**src/rtl/lgi_pkg.sv**
```systemverilog
// Package: lgi_pkg
// Shared types and constants for logic_gate_identifier.
//   state_t      FSM states of the identification run
//   TT_*         reference truth tables of the selectable logic unit,
//                bit index = {a,b}
//   decode_t     decoded {valid, group, gate} result
//   decode_tt()  maps a captured truth table to its select code
package lgi_pkg;

    typedef enum logic [1:0] {
        IDLE   = 2'd0,
        APPLY  = 2'd1,
        DECODE = 2'd2,
        DONE   = 2'd3
    } state_t;

    localparam logic [3:0] TT_AND  = 4'b1000;
    localparam logic [3:0] TT_NAND = 4'b0111;
    localparam logic [3:0] TT_OR   = 4'b1110;
    localparam logic [3:0] TT_NOR  = 4'b0001;

    typedef struct packed {
        logic valid;
        logic group;   // 0 = AND/NAND, 1 = OR/NOR
        logic gate;    // 0 = inverted, 1 = true
    } decode_t;

    // Unknown tables decode to all-zero so a broken unit never aliases to a
    // legal code with valid clear.
    function automatic decode_t decode_tt(input logic [3:0] tt);
        decode_t d;
        d = '0;
        case (tt)
            TT_AND:  d = '{valid: 1'b1, group: 1'b0, gate: 1'b1};
            TT_NAND: d = '{valid: 1'b1, group: 1'b0, gate: 1'b0};
            TT_OR:   d = '{valid: 1'b1, group: 1'b1, gate: 1'b1};
            TT_NOR:  d = '{valid: 1'b1, group: 1'b1, gate: 1'b0};
            default: d = '0;
        endcase
        return d;
    endfunction

endpackage

```
**src/rtl/logic_gate_identifier.sv**
```systemverilog
// Module: logic_gate_identifier
// Black-box identifier for the 2-input AND/NAND/OR/NOR selectable logic unit.
// Drives the unit with (a,b) = 00,01,10,11, captures its output into a
// 4-entry truth table and decodes the table back into {sel_group, sel_gate}.
//
// Parameters
//   SETTLE_CYCLES  extra cycles each vector is held before sampling (>=0)
// Ports
//   clk          clock, rising edge
//   rst_n        asynchronous active-low reset
//   start        request a run; only looked at in IDLE
//   probe_a/b    registered operands to the unit under identification
//   probe_y      unit output
//   busy         high in APPLY and DECODE
//   done         one-cycle pulse when results have been updated
//   truth_table  captured outputs, bit index = {a,b}
//   op_valid     table matched one of AND/NAND/OR/NOR
//   sel_group_o  decoded group (0 = AND/NAND, 1 = OR/NOR)
//   sel_gate_o   decoded gate  (0 = inverted, 1 = true)
module logic_gate_identifier
    import lgi_pkg::*;
#(
    parameter int SETTLE_CYCLES = 1
) (
    input  logic       clk,
    input  logic       rst_n,
    input  logic       start,
    output logic       probe_a,
    output logic       probe_b,
    input  logic       probe_y,
    output logic       busy,
    output logic       done,
    output logic [3:0] truth_table,
    output logic       op_valid,
    output logic       sel_group_o,
    output logic       sel_gate_o
);

    localparam int CNT_W = (SETTLE_CYCLES < 1) ? 1 : $clog2(SETTLE_CYCLES + 1);
    localparam logic [CNT_W-1:0] CNT_LAST = CNT_W'(SETTLE_CYCLES);

    state_t           state_q, state_d;
    logic [1:0]       vec_q;
    logic [1:0]       vec_nxt;
    logic [CNT_W-1:0] cnt_q;
    logic             sample;
    decode_t          dec;

    // Last cycle of the current vector: capture probe_y on this edge.
    assign sample  = (state_q == APPLY) && (cnt_q == CNT_LAST);
    assign vec_nxt = vec_q + 2'd1;
    assign dec     = decode_tt(truth_table);

    // State register
    always_ff @(posedge clk or negedge rst_n) begin
        if (!rst_n) state_q <= IDLE;
        else        state_q <= state_d;
    end

    // Next-state logic
    always_comb begin
        state_d = state_q;
        case (state_q)
            IDLE:    if (start) state_d = APPLY;
            APPLY:   if (sample && (vec_q == 2'd3)) state_d = DECODE;
            DECODE:  state_d = DONE;
            DONE:    state_d = IDLE;
            default: state_d = IDLE;
        endcase
    end

    // Outputs decoded from state
    always_comb begin
        busy = 1'b0;
        done = 1'b0;
        case (state_q)
            APPLY, DECODE: busy = 1'b1;
            DONE:          done = 1'b1;
            default:       ;
        endcase
    end

    // Vector sequencing, capture and result registers
    always_ff @(posedge clk or negedge rst_n) begin
        if (!rst_n) begin
            vec_q       <= '0;
            cnt_q       <= '0;
            probe_a     <= 1'b0;
            probe_b     <= 1'b0;
            truth_table <= '0;
            op_valid    <= 1'b0;
            sel_group_o <= 1'b0;
            sel_gate_o  <= 1'b0;
        end else begin
            case (state_q)
                IDLE: begin
                    if (start) begin
                        vec_q   <= '0;
                        cnt_q   <= '0;
                        probe_a <= 1'b0;
                        probe_b <= 1'b0;
                    end
                end
                APPLY: begin
                    if (sample) begin
                        truth_table[vec_q] <= probe_y;
                        cnt_q              <= '0;
                        if (vec_q != 2'd3) begin
                            vec_q   <= vec_nxt;
                            probe_a <= vec_nxt[1];
                            probe_b <= vec_nxt[0];
                        end else begin
                            // Park the operands so they are already 0 once
                            // the run returns to IDLE.
                            probe_a <= 1'b0;
                            probe_b <= 1'b0;
                        end
                    end else begin
                        cnt_q <= cnt_q + CNT_W'(1);
                    end
                end
                DECODE: begin
                    op_valid    <= dec.valid;
                    sel_group_o <= dec.group;
                    sel_gate_o  <= dec.gate;
                end
                default: ;
            endcase
        end
    end

endmodule

```
**config.mk**
```make
export PLATFORM = sky130hd
export DESIGN_NAME = logic_gate_identifier
export DESIGN_NICKNAME = d
export VERILOG_FILES = /design/src/rtl/lgi_pkg.sv /design/src/rtl/logic_gate_identifier.sv
export SDC_FILE = /design/constraint.sdc
export NUM_CORES = 1
export LEC_CHECK = 0
export ABC_CLOCK_PERIOD_IN_PS = 4200
export CAP_MARGIN = 25
export CORE_MARGIN = 2
export CORE_UTILIZATION = 50
export CTS_BUF_LIST = sky130_fd_sc_hd__clkbuf_16
export DETAILED_ROUTE_END_ITERATION = 8
export GPL_TIMING_DRIVEN = 0
export PLACE_DENSITY = 0.77
export SYNTH_ARGS = -nofsm -noshare
export SYNTH_HDL_FRONTEND = slang
export SYNTH_SLANG_ARGS = --single-unit
```
**constraint.sdc**
```tcl
create_clock -name clk -period 4.2 [get_ports clk]
set_input_delay 0.84 -clock clk [delete_from_list [all_inputs] [get_ports clk]]
set_output_delay 0.84 -clock clk [all_outputs]
set_load 0.01 [all_outputs]
```
==> impl_table.tex <==
\begin{tabular}{lr}
\hline
Metric & Value \\
\hline
\multicolumn{2}{l}{\textbf{Status}} \\
\quad Run status & finished, final reports clean \\
\multicolumn{2}{l}{\textbf{Worst setup path}} \\
\quad Classification of the worst setup path & flop to output port \\
\quad Largest stage delay on the critical path & about 0.53 ns \\
\quad CP required & 3.36 ns \\
\quad Critical path startpoint category & flop \\
\quad Arr. time, crit path & 1.55 ns \\
\quad Maximum fanout along the worst path & 4 \\
\quad Cell with the largest stage delay on the worst path & sky130\_fd\_sc\_hd\_\_clkdlybuf4s50\_1 \\
\quad Cell breakdown of the critical path & inv\_1, ha\_1, clkdlybuf4s50\_1 \\
\quad Type of element capturing the critical path & output port \\
\multicolumn{2}{l}{\textbf{Clock network}} \\
\quad CTS clk-pin slew, worst paths & 0.05 ns \\
\quad CTS sink cnt & 14 \\
\quad Maximum clock path buffer count & 2 \\
\quad Buffers inserted by post-CTS timing repair & 0 \\
\quad Library cell used as clock root buffer & sky130\_fd\_sc\_hd\_\_clkbuf\_16 \\
\quad Clock tree from TritonCTS & done \\
\quad Clock latency reported for the late side of the worst-skew pair & between 0.2 and 0.25 ns \\
\quad H-tree depth & 1 \\
\quad Post-CTS sizing & 0 \\
\quad Number of buffers created by CTS & 3 \\
\quad Hold-fix buffers at CTS & 0 \\
\multicolumn{2}{l}{\textbf{Power and ir drop}} \\
\quad Static leakage & 0.4654 nW \\
\quad Largest vdd supply drop & 462.8 uV \\
\quad Power per unit of standard cell area & 855.8 nW/um\^{}2 \\
\multicolumn{2}{l}{\textbf{Floorplanning}} \\
\quad Floorplan row count & 14 \\
\quad Overall die height & about 45 um \\
\quad Initial cell density of the core & 53.86\% \\
\quad Horizontal extent of the die & 44.52 um \\
\quad Number of placed I/O pins & 15 \\
\quad Area of the core & 1524 um\^{}2 \\
\quad Die ar. & 1982 um\^{}2 \\
\multicolumn{2}{l}{\textbf{Drt}} \\
\quad Post-detailed-route via-to-cell ratio & roughly 5.6 \\
\quad Starting DRC count in detailed routing & 11 \\
\quad Total wire length & 1585 um \\
\quad Remaining routing DRC violations & 0 \\
\quad Via Count & about 610 \\
\quad Drt first pass iters & 4 \\
\quad Number of antenna-violating nets in the routed design & 0 \\
\quad Average routed wire per standard cell & 14.54 um \\
\multicolumn{2}{l}{\textbf{Timing}} \\
\quad Setup Viol. Count Final & 0 \\
\quad Worst hold slack & a little over 0.5 ns \\
\quad Total negative slack & 0 ns \\
\quad Final period demand of the worst path & 2.388 ns \\
\quad Timing-limited maximum frequency & $\sim$0.42 GHz \\
\quad Layout Skew & 0.002795 ns \\
\quad Final hold vios & 0 \\
\quad Share of the cycle needed by the critical path after routing & 56.86\% \\
\quad Slew Viols, Final & 0 \\
\quad RSZ-0062 raised after global routing & false \\
\quad Slew margin rel. & 55.79\% \\
\quad Slew @ Worst Pin & between 0.6 and 0.7 ns \\
\multicolumn{2}{l}{\textbf{Cells and area}} \\
\quad Number of cells in the finished layout apart from fillers & 109 \\
\quad Post-route cell area & 1056 um\^{}2 \\
\quad Number of diodes & 0 \\
\quad End-of-flow core utilization & between 60 and 70\% \\
\quad Most frequent cells in the layout & sky130\_fd\_sc\_hd\_\_dfrtp\_1 (14), sky130\_fd\_sc\_hd\_\_clkdlybuf4s50\_1 (14), sky130\_fd\_sc\_hd\_\_inv\_1 (8), sky130\_fd\_sc\_hd\_\_ha\_1 (8), sky130\_fd\_sc\_hd\_\_nand3\_1 (7) \\
\quad Share of layout cells above drive strength 1 & 10.75\% \\
\quad Nets & 107 \\
\quad Post-synthesis to final-layout area growth & 28.66\% \\
\multicolumn{2}{l}{\textbf{Synthesis}} \\
\quad Number of enable-type register cells in the synthesized netlist & 0 \\
\quad Post-synthesis mux area share & 8.537\% \\
\quad Post-synthesis compound-gate area fraction & about 12\% \\
\quad Synthesis Warnings & 0 \\
\quad Mapped Nets & 88 \\
\quad Sequential share of the synthesized area & between 40 and 50\% \\
\quad Count of different cell masters after synthesis & 31 \\
\quad Xor/xnor share of the synthesized area & 2.134\% \\
\quad Yosys reg bits & 14 \\
\quad Largest family of logic cells by synthesized area & simple AND/OR/NAND/NOR gates \\
\quad Count of mapped cells out of synthesis & 76 \\
\quad Simple-Gate Fraction of Synth Area & about 17\% \\
\quad Average cell area after synthesis & 10.80 um\^{}2 \\
\quad Async set-reset flop share out of synthesis & 100.0\% \\
\quad Commonest register cell after synthesis & sky130\_fd\_sc\_hd\_\_dfrtp\_1 \\
\quad Adder-Cell Fraction of Synth Area & between 10\% and 20\% \\
\quad Synth Cell Area & between 800 and 900 um\^{}2 \\
\multicolumn{2}{l}{\textbf{Placement}} \\
\quad Half-perimeter wire length after placement & 1015 um \\
\quad Dpl cells & 106 \\
\quad Gpl congestion & between 0.7 and 0.8 \\
\quad Dpl cell area & 980.9 um\^{}2 \\
\quad Buffers on Ports & 14 \\
\multicolumn{2}{l}{\textbf{Global routing}} \\
\quad Number of antenna violations at the first check in global routing & 0 \\
\quad Met3 global-route usage & 3.673\% \\
\quad Met1 Usage GRT & 24.42\% \\
\quad Aggregate global-route resource usage & 19.17\% \\
\quad Met2 track demand over resource in global routing & between 30\% and 40\% \\
\quad Global-route wire length before repair & 2732 um \\
\quad Busiest layer in global routing & met2 \\
\quad Remaining Overflow, GRT & 0 \\
\quad Maximum number of pins on one net before global-route repair & 15 \\
\quad Via count of the first global-routing pass & 617 \\
\multicolumn{2}{l}{\textbf{Hold path}} \\
\quad Kind of path behind the tightest hold check & flop to flop \\
\multicolumn{2}{l}{\textbf{Run}} \\
\quad Max-cap check violation count & 0 \\
\hline
\end{tabular}
## metal layers
layer | vias up | share of wire (%)
met1 | 286 | 44
met2 | 18 | 50
li1 | 299 | -
met5 | - | 0
met4 | 0 | 2.5
met3 | 5 | 4.1
## final timing paths
| path | to | from | cells after the start | slack, ns |
|---|---|---|---|---|
| worst min register to register | sel_gate_o$_DFFE_PN0P_ | sel_gate_o$_DFFE_PN0P_ | 2 | 0.51 |
| min in group asynchronous | vec_q[1]$_DFFE_PN0P_ | rst_n | 1 | 1.00 |
| max in group asynchronous | sel_gate_o$_DFFE_PN0P_ | rst_n | 1 | 2.77 |
| worst min-delay path | sel_gate_o$_DFFE_PN0P_ | sel_gate_o$_DFFE_PN0P_ | 2 | 0.51 |
| worst max register to register | state_q[1]$_DFFE_PN0P_ | state_q[0]$_DFFE_PN0P_ | 5 | 2.72 |
| worst max-delay path | busy | state_q[0]$_DFFE_PN0P_ | 3 | 1.81 |
## where the power goes
part           internal [mW]  total [mW]  switching, mW
sequential             0.202       0.270         0.0684
combinational          0.249       0.455          0.206
clock                  0.124       0.178         0.0537
## cell families after synthesis
kind of cell,after synthesis
compound gates,14
xor+xnor,2
fa+ha+maj,8
buf+inv,10
flops,14
mux,6
simple gates,22
## flip-flops by register name (all words and copies together) (netlist names)
register	count
vec_q	2
sel_gate_o	1
cnt_q	1
probe_b	1
state_q	2
op_valid	1
truth_table	4
probe_a	1
sel_group_o	1
## cell usage after synthesis, types with 3 or more instances
| cell | number | share of area (%) |
|---|---|---|
| sky130_fd_sc_hd__nand2b_1 | 3 | 2.3 |
| sky130_fd_sc_hd__nand2_1 | 4 | 1.8 |
| sky130_fd_sc_hd__inv_1 | 8 | 3.7 |
| sky130_fd_sc_hd__nand3_1 | 7 | 4.3 |
| sky130_fd_sc_hd__dfrtp_1 | 14 | 43 |
| sky130_fd_sc_hd__a21oi_1 | 3 | 1.8 |
| sky130_fd_sc_hd__ha_1 | 8 | 12 |
| sky130_fd_sc_hd__o21ai_0 | 3 | 1.8 |
| sky130_fd_sc_hd__mux2_1 | 4 | 5.5 |
## final cells by class
cell class	instances	area, um^2
Buffer	2	18.77
Clock buffer	3	75.07
Fill cell	116	467.9
Inverter	8	30.03
Multi-Input combinational cell	52	421.7
Sequential cell	14	350.3
Tap cell	16	20.02
Timing Repair Buffer	14	140.1
## metrics by stage
stage	worst slack [ns]	total power, mW
final	1.812	0.9037
after global routing	1.731	0.9715
after CTS	1.809	0.9094
after detailed placement	2.079	0.7189
after global placement	2.089	0.7099
after floorplan	2.601	0.5560
## worst max-delay path: cells and delay by family (launching register included)
| family | cells | cell delay [ns] |
|---|---|---|
| fa+ha+maj | 1 | 0.30 |
| flops | 1 | 0.40 |
| buf+inv | 2 | 0.61 |
No activity file was read; power rests on OpenSTA's default activity.
